**src/rtl/regfile_sb_pkg.sv**
```systemverilog
// Shared widths and constants for the RV32I register file and its scoreboard.
package regfile_sb_pkg;

  localparam int unsigned RegBus     = 32;
  localparam int unsigned RegAddrBus = 5;
  localparam int unsigned RegNum     = 32;
  localparam int unsigned RegNumLog2 = 5;

  localparam logic [RegBus-1:0]     ZeroWord     = '0;
  localparam logic [RegAddrBus-1:0] NOPRegAddr   = '0;
  localparam logic                  WriteEnable  = 1'b1;
  localparam logic                  WriteDisable = 1'b0;

endpackage

```
**src/rtl/regfile_sb_scoreboard.sv**
```systemverilog
// Write-reservation scoreboard: one busy bit per register plus per-port hazard flags.
module regfile_scoreboard
  import regfile_sb_pkg::*;
#(
  parameter int unsigned ADDR_W = RegNumLog2,
  parameter int unsigned NREGS  = RegNum
) (
  input  logic              clk,
  input  logic              rst,
  input  logic              r1_enable_i,
  input  logic [ADDR_W-1:0] r1_addr_i,
  input  logic              r2_enable_i,
  input  logic [ADDR_W-1:0] r2_addr_i,
  input  logic              w_enable_i,
  input  logic [ADDR_W-1:0] w_addr_i,
  input  logic              issue_enable_i,
  input  logic [ADDR_W-1:0] issue_addr_i,
  input  logic              flush_i,
  input  logic              stall_i,
  output logic [NREGS-1:0]  busy_o,
  output logic              hazard1_o,
  output logic              hazard2_o
);

  logic [NREGS-1:0] r_busy;
  logic [NREGS-1:0] w_busy_nxt;
  logic             w_wr;
  logic             w_byp1;
  logic             w_byp2;

  assign w_wr = (w_enable_i == WriteEnable);

  // A younger issue wins over a same-cycle writeback clearing the same register.
  always_comb begin
    w_busy_nxt = r_busy;
    if (flush_i) begin
      w_busy_nxt = '0;
    end else begin
      for (int unsigned k = 1; k < NREGS; k++) begin
        if (issue_enable_i && !stall_i && (issue_addr_i == ADDR_W'(k)))
          w_busy_nxt[k] = 1'b1;
        else if (w_wr && (w_addr_i == ADDR_W'(k)))
          w_busy_nxt[k] = 1'b0;
      end
    end
    w_busy_nxt[0] = 1'b0;
  end

  always_ff @(posedge clk or negedge rst) begin
    if (!rst) r_busy <= '0;
    else      r_busy <= w_busy_nxt;
  end

  assign w_byp1 = w_wr && (w_addr_i == r1_addr_i);
  assign w_byp2 = w_wr && (w_addr_i == r2_addr_i);

  assign hazard1_o = r1_enable_i && (r1_addr_i != ADDR_W'(NOPRegAddr)) && r_busy[r1_addr_i] && !w_byp1;
  assign hazard2_o = r2_enable_i && (r2_addr_i != ADDR_W'(NOPRegAddr)) && r_busy[r2_addr_i] && !w_byp2;
  assign busy_o    = r_busy;

endmodule

```
**src/rtl/regfile_sb.sv**
```systemverilog
// RV32I architectural register file with write-first bypass and operand-hazard stall.
module regfile_sb
  import regfile_sb_pkg::*;
#(
  parameter int unsigned DATA_W = RegBus,
  parameter int unsigned ADDR_W = RegAddrBus,
  parameter int unsigned NREGS  = RegNum
) (
  input  logic              clk,
  input  logic              rst,
  input  logic              r1_enable_i,
  input  logic [ADDR_W-1:0] r1_addr_i,
  output logic [DATA_W-1:0] r1_data_o,
  input  logic              r2_enable_i,
  input  logic [ADDR_W-1:0] r2_addr_i,
  output logic [DATA_W-1:0] r2_data_o,
  input  logic              w_enable_i,
  input  logic [ADDR_W-1:0] w_addr_i,
  input  logic [DATA_W-1:0] w_data_i,
  input  logic              issue_enable_i,
  input  logic [ADDR_W-1:0] issue_addr_i,
  input  logic              flush_i,
  output logic              stall_o,
  output logic [NREGS-1:0]  busy_o
);

  logic [DATA_W-1:0] r_regs [NREGS];
  logic              w_wr;
  logic              w_hazard1;
  logic              w_hazard2;
  logic              w_stall;
  logic [NREGS-1:0]  w_busy;

  assign w_wr = (w_enable_i == WriteEnable) && (w_addr_i != ADDR_W'(NOPRegAddr));

  always_ff @(posedge clk or negedge rst) begin
    if (!rst) begin
      for (int unsigned i = 0; i < NREGS; i++) r_regs[i] <= '0;
    end else if (w_wr) begin
      r_regs[w_addr_i] <= w_data_i;
    end
  end

  // Outputs are gated by reset so the bypass path cannot leak write data while held.
  always_comb begin
    r1_data_o = DATA_W'(ZeroWord);
    if (rst && r1_enable_i && (r1_addr_i != ADDR_W'(NOPRegAddr)))
      r1_data_o = (w_wr && (w_addr_i == r1_addr_i)) ? w_data_i : r_regs[r1_addr_i];
  end

  always_comb begin
    r2_data_o = DATA_W'(ZeroWord);
    if (rst && r2_enable_i && (r2_addr_i != ADDR_W'(NOPRegAddr)))
      r2_data_o = (w_wr && (w_addr_i == r2_addr_i)) ? w_data_i : r_regs[r2_addr_i];
  end

  assign w_stall = rst && (w_hazard1 || w_hazard2);
  assign stall_o = w_stall;
  assign busy_o  = w_busy;

  regfile_scoreboard #(
    .ADDR_W (ADDR_W),
    .NREGS  (NREGS)
  ) u_scoreboard (
    .clk            (clk),
    .rst            (rst),
    .r1_enable_i    (r1_enable_i),
    .r1_addr_i      (r1_addr_i),
    .r2_enable_i    (r2_enable_i),
    .r2_addr_i      (r2_addr_i),
    .w_enable_i     (w_enable_i),
    .w_addr_i       (w_addr_i),
    .issue_enable_i (issue_enable_i),
    .issue_addr_i   (issue_addr_i),
    .flush_i        (flush_i),
    .stall_i        (w_stall),
    .busy_o         (w_busy),
    .hazard1_o      (w_hazard1),
    .hazard2_o      (w_hazard2)
  );

endmodule

```
**config.mk**
```make
export PLATFORM = sky130hd
export DESIGN_NAME = regfile_sb
export DESIGN_NICKNAME = d
export VERILOG_FILES = /design/src/rtl/regfile_sb_pkg.sv /design/src/rtl/regfile_sb_scoreboard.sv /design/src/rtl/regfile_sb.sv
export SDC_FILE = /design/constraint.sdc
export NUM_CORES = 2
export LEC_CHECK = 0
export BUFFER_PORTS_ARGS = -buffer_cell sky130_fd_sc_hd__buf_2
export CAP_MARGIN = 10
export CELL_PAD_IN_SITES_DETAIL_PLACEMENT = 1
export CELL_PAD_IN_SITES_GLOBAL_PLACEMENT = 2
export CORE_AREA = 2 2 294 412
export DETAILED_ROUTE_END_ITERATION = 8
export DIE_AREA = 0 0 296 414
export GPL_ROUTABILITY_DRIVEN = 0
export PLACE_DENSITY_LB_ADDON = 0.12
export SLEW_MARGIN = 30
export SYNTH_ARGS = -nofsm -noshare
export SYNTH_HDL_FRONTEND = slang
export SYNTH_SLANG_ARGS = --single-unit
```
**constraint.sdc**
```tcl
create_clock -name clk -period 4.4 [get_ports clk]
set_input_delay 0.88 -clock clk [delete_from_list [all_inputs] [get_ports clk]]
set_output_delay 0.88 -clock clk [all_outputs]
set_load 0.005 [all_outputs]
```
# After elaboration in Yosys (flattened, before gate mapping)
# Index checks and enable logic that the tools add are counted.
# classes
add_sub_neg	0
mul	0
div_mod_pow	0
order_cmp	6
n_eq_ne	64
shift	0
n_mux	80
bitwise	3
reduce_logical	118
# ops
op	n
$bwmux 1024	1
$bmux 32 s5	2
$mux 32	9
$demux 32 s5	1
$eq 5x5->1 const B	32
$reduce_bool 3->1	31
$eq 5x4->1 const B	16
$logic_and 1x1->1	80
$mux 1	64
$eq 5x3->1 const B	8
$mux 31	1
$eq 5x2->1 const B	4
$ge 6x6->1 const B	3
$not 5->6	3
$reduce_bool 5->1	3
$lt 5x6->1 const B	2
$bmux 1 s5	2
$eq 5x1->1 const B	2
$eq 5x5->1	2
$lt 6x1->1 const B	1
$logic_not 1->1	3
$logic_or 1x1->1	1
# totals
reg_bits	1055
latchBits	0
mem_bits_rw	0
mem_bits_ro	0
input_bits	59
out_inout_bits	97
wordCells	334
n_memories	0

# Depth between registers and ports, before layout
# logic_depth
depth_word	11
mapped_depth	9
depth_no_buf	6

# Cells and area by module
# Synthesis repeated with hierarchy kept, for this count alone.
# unflattened
cells_unflattened	3996
hier_area_um2	56967.1
# by_module_without_submodules
mod	n_inst	cells_each	area_each_um2	seq_area_each_um2
regfile_sb	1	3767	54848.9	25624.6
regfile_scoreboard	1	229	2118.3	775.7

# Least setup slack after synthesis
# Ideal clock, no wire load.
# synth_timing
path_kind	in2out
from	in r2_addr_i[0]
to	out r2_data_o[23]
t_arrival_ns	2.880
required_time_ns	3.520
setup_slack_ns	0.640
path_stages	8
n_path_buf	4
cell_sequence	buf_6 buf_6 buf_2 buf_2 mux4_2 mux4_2 mux2i_1 a211oi_1
# synth_between
elab_chain_cells	6
elab_cells_between_ends	10
classes_between	1 x eq/ne; 5 x mux; 1 x bitwise; 3 x reduce/logical
# synth_rtl
item	line_no	text
start, declared	regfile_sb.sv:15	input logic [ADDR_W-1:0] r2_addr_i,
$not 5->6 (not written as such)	regfile_sb.sv:54	r2_data_o = (w_wr && (w_addr_i == r2_addr_i)) ? w_data_i : r_regs[r2_addr_i];
$bmux 32 s5	regfile_sb.sv:54	
$mux 32 (not written as such) (2 in a row)	regfile_sb.sv:54	
$mux 32	regfile_sb.sv:54	
$mux 32 (*)	regfile_sb.sv:53	if (rst && r2_enable_i && (r2_addr_i != ADDR_W'(NOPRegAddr)))
end, declared	regfile_sb.sv:16	output logic [DATA_W-1:0] r2_data_o,
# Every way passes the cells marked *; elsewhere a longest branch is shown, timed or not. The select of a mux whose other input is x is not followed.

# Worst setup path after layout
# layout_timing
from	in r1_addr_i[0]
to	out r1_data_o[3]
# layout_between
elab_chain_cells	6
elab_cells_between_ends	10
classes_between	1 x eq/ne; 5 x mux; 1 x bitwise; 3 x reduce/logical
# layout_rtl
item	line_no	text
start, declared	regfile_sb.sv:12	input logic [ADDR_W-1:0] r1_addr_i,
$not 5->6 (not written as such)	regfile_sb.sv:48	r1_data_o = (w_wr && (w_addr_i == r1_addr_i)) ? w_data_i : r_regs[r1_addr_i];
$bmux 32 s5	regfile_sb.sv:48	
$mux 32 (not written as such) (2 in a row)	regfile_sb.sv:48	
$mux 32	regfile_sb.sv:48	
$mux 32 (*)	regfile_sb.sv:47	if (rst && r1_enable_i && (r1_addr_i != ADDR_W'(NOPRegAddr)))
end, declared	regfile_sb.sv:13	output logic [DATA_W-1:0] r1_data_o,
# Marks and branches as above.

==> metrics.txt <==
status finished, final reports clean; fin crit share 97.5%; Clock Latency Late Sink 0.72 ns; #FFs+latches synth 1055; TritonCTS Sinks 1055; Peak Freq 233 MHz; Hold WC Path Type reg -> reg; Ports 156; max cap viols 0; asr flop ratio synth 100%; mapped cell area 56500 sq um; largest net degree at the start of global routing 194; CP arrival 3.41 ns; DRT iter0 DRCs 2382; Die Wd 296 um; Via Count 34900; share of cells above drive strength 1 61.0%; relative slew slack 28.9%; DRT Pass-1 Iters 5; most frequent cells in the layout dfrtp_1 (1055), mux2_2 (994), mux4_2 (648); Mapped Cells 3495; Global Route Usage Sum 31.5%; final hold viol count 0; final number of max-transition violations 0; largest family of logic cells by synthesized area multiplexers; RSZ-0062 raised after global routing no; vias in the first global route 38900; CTS buffer count 110; CTS tree built; Antenna Nets Post-Route 0; kind of critical path in -> out; hold path start r_regs[1014]; multiplexer area fraction after synthesis 47.1%; Critical Path Sink Type output pin; YS warnings 0; Worst EP required 3.52 ns; area of the multi-input gates 28800 sq um; first-pass GRT wire length 279000 um; Layout Cells excl Fill 5225; final setup violation count 0; setup slack, reg-to-reg 1.80 ns; Core Region 119000 sq um; fill count 10900; R2R Path Start u_scoreboard.busy_o[22]; most common cell after layout, fill and taps aside dfrtp_1; Period minus WS final 4.29 ns; setup TNS 0 ns; sink of the worst hold path r_regs[1014]; total grt overflow 0; die height 414 um; mean post-synth cell area 16.2 sq um; vias per std cell 6.67; num rows 150; Seq/Total Area, Yosys 46.7%; post-synthesis cell type count 44; initial antenna violation count 6; clock-pin slew on the worst setup and hold paths 0.06 ns; DP Wirelength 110000 um; Worst Skew 0.00821 ns; adder-cell share of the synthesized area 0%; maximum vdd ir drop 0.000482 V; Final Util 54.1%; Top FF cell, synth dfrtp_1; Initial Util 47.5%; Post-CTS Resized 0; syn_nets 3554; die area 123000 sq um; Worst setup SP type input port; WL/cell 36.1 um; XOR/XNOR Fraction of Synth Area 0.155%; drt drc 0; Worst-Margin Slew 1.07 ns; simple-gate portion of the synthesized area 1.64%; PwrDens 447 nW/um^2; Max H-tree Level 3; FF-to-FF End u_scoreboard.busy_o[31]; R2R cell count 7; placed cell count 5011; Storage cell area 26400 sq um; WL final 189000 um; I/O Buffers 154; area grow syn2layout 13.8%; worst hold stages 0; worst-path fanout max 27; Final #Nets 3590; clk buf depth 3; Clock Root Buffer clkbuf_16; leak pwr 27.6 nW; Post-synth EDFFs 0; Synth Area in Compound Gates 1.45%; hold_ws 0.396 ns
per-layer routing:
layer / part of all wire [%] / GRT usage [%] / vias to the layer above / routed length (um)
met5: 0.018 / 0 / - / 34
met4: 4.3 / 13.3 / 6 / 8090
met3: 5.0 / 4.49 / 418 / 9430
met2: 51 / 53.2 / 1146 / 96400
met1: 40 / 40.8 / 19500 / 74600
li1: - / - / 13800 / -
registers in the layout, indices dropped and copies added (netlist names):
register             cells
u_scoreboard.busy_o     31
r_regs                1024
critical path: stages:
cell and delay (ns):
buf_8 0.30, buf_12 0.31, mux4_2 0.56, mux4_2 0.51
mux2i_1 0.38, a211oi_1 0.14, buf_4 0.15, buf_2 0.11
how the worst max path moves through the flow:
stage	from	end	cells past startpoint
finish	r1_addr_i[0]	r1_data_o[3]	8
global route	r1_addr_i[0]	r1_data_o[3]	8
CTS	r1_addr_i[0]	r1_data_o[3]	8
detailed placement	r1_addr_i[0]	r1_data_o[3]	8
global placement	r1_addr_i[0]	r1_data_o[3]	8
floorplan	r2_addr_i[0]	r2_data_o[23]	8
power by group:
part | internal [mW] | leakage [nW] | switching, mW
sequential | 11.5 | 13.6 | 1.40
clock | 5.83 | 1.90 | 4.18
combinational | 3.70 | 12.1 | 2.18
area by class of cell:
| cell class | instances | area share, % |
|---|---|---|
| clock buffers | 157 | 5.04 |
| clock inverters | 47 | 0.956 |
| multi-input cells | 2024 | 44.7 |
| well taps | 1596 | 3.10 |
| diodes | 6 | 0.0233 |
| repair buffers | 340 | 5.21 |
| flip-flops and latches | 1055 | 41.0 |
logic make-up (layout without fill, tap and decap cells):
family / count (synthesis) / in the layout
DFF: 1055 / 1055
other: 1 / 7
AOI/OAI and AO/OA: 107 / 107
and+or+nand+nor: 186 / 186
xor gates and xnor gates: 10 / 10
buffers and inverters: 416 / 544
muxes: 1720 / 1720
Yosys cell counts, types with 2 or more instances:
cell	instances	area, sq um
nor4_1	4	25.0
nand3_1	7	35.0
nor3b_1	2	15.0
nand2b_1	18	113
or3b_2	5	43.8
xnor2_1	2	17.5
nand3b_1	17	128
nand2_1	24	90.1
mux4_2	648	14600
buf_1	47	176
a211oi_1	65	488
xor2_1	8	70.1
nor2b_1	9	56.3
nand4b_1	3	26.3
buf_2	65	325
nor2_1	85	319
nand4_1	2	12.5
dfrtp_1	1055	26400
a21oi_1	3	15.0
o32ai_1	15	131
nor3_1	4	20.0
mux4_1	3	78.8
mux2i_1	74	741
clkbuf_1	297	1110
and3_1	2	12.5
o31ai_1	16	120
buf_6	5	56.3
mux2_2	994	11200
repair_timing:
action                     in CTS  in global routing
hold buffers                    1                  0
setup buffers                   0                  0
setup endpoints to repair       0                  0
hold endpoints to repair        2                  0
metrics by stage:
step	power, mW	worst slack [ns]	area [sq um]
after floorplan	16.9	0.640	56500
after global placement	18.4	0.144	60400
after detailed placement	18.9	0.146	60400
after CTS	29.0	0.132	64300
after global routing	30.0	0.0813	64400
final	28.8	0.111	64400
Power figures use the tool's default switching activity.
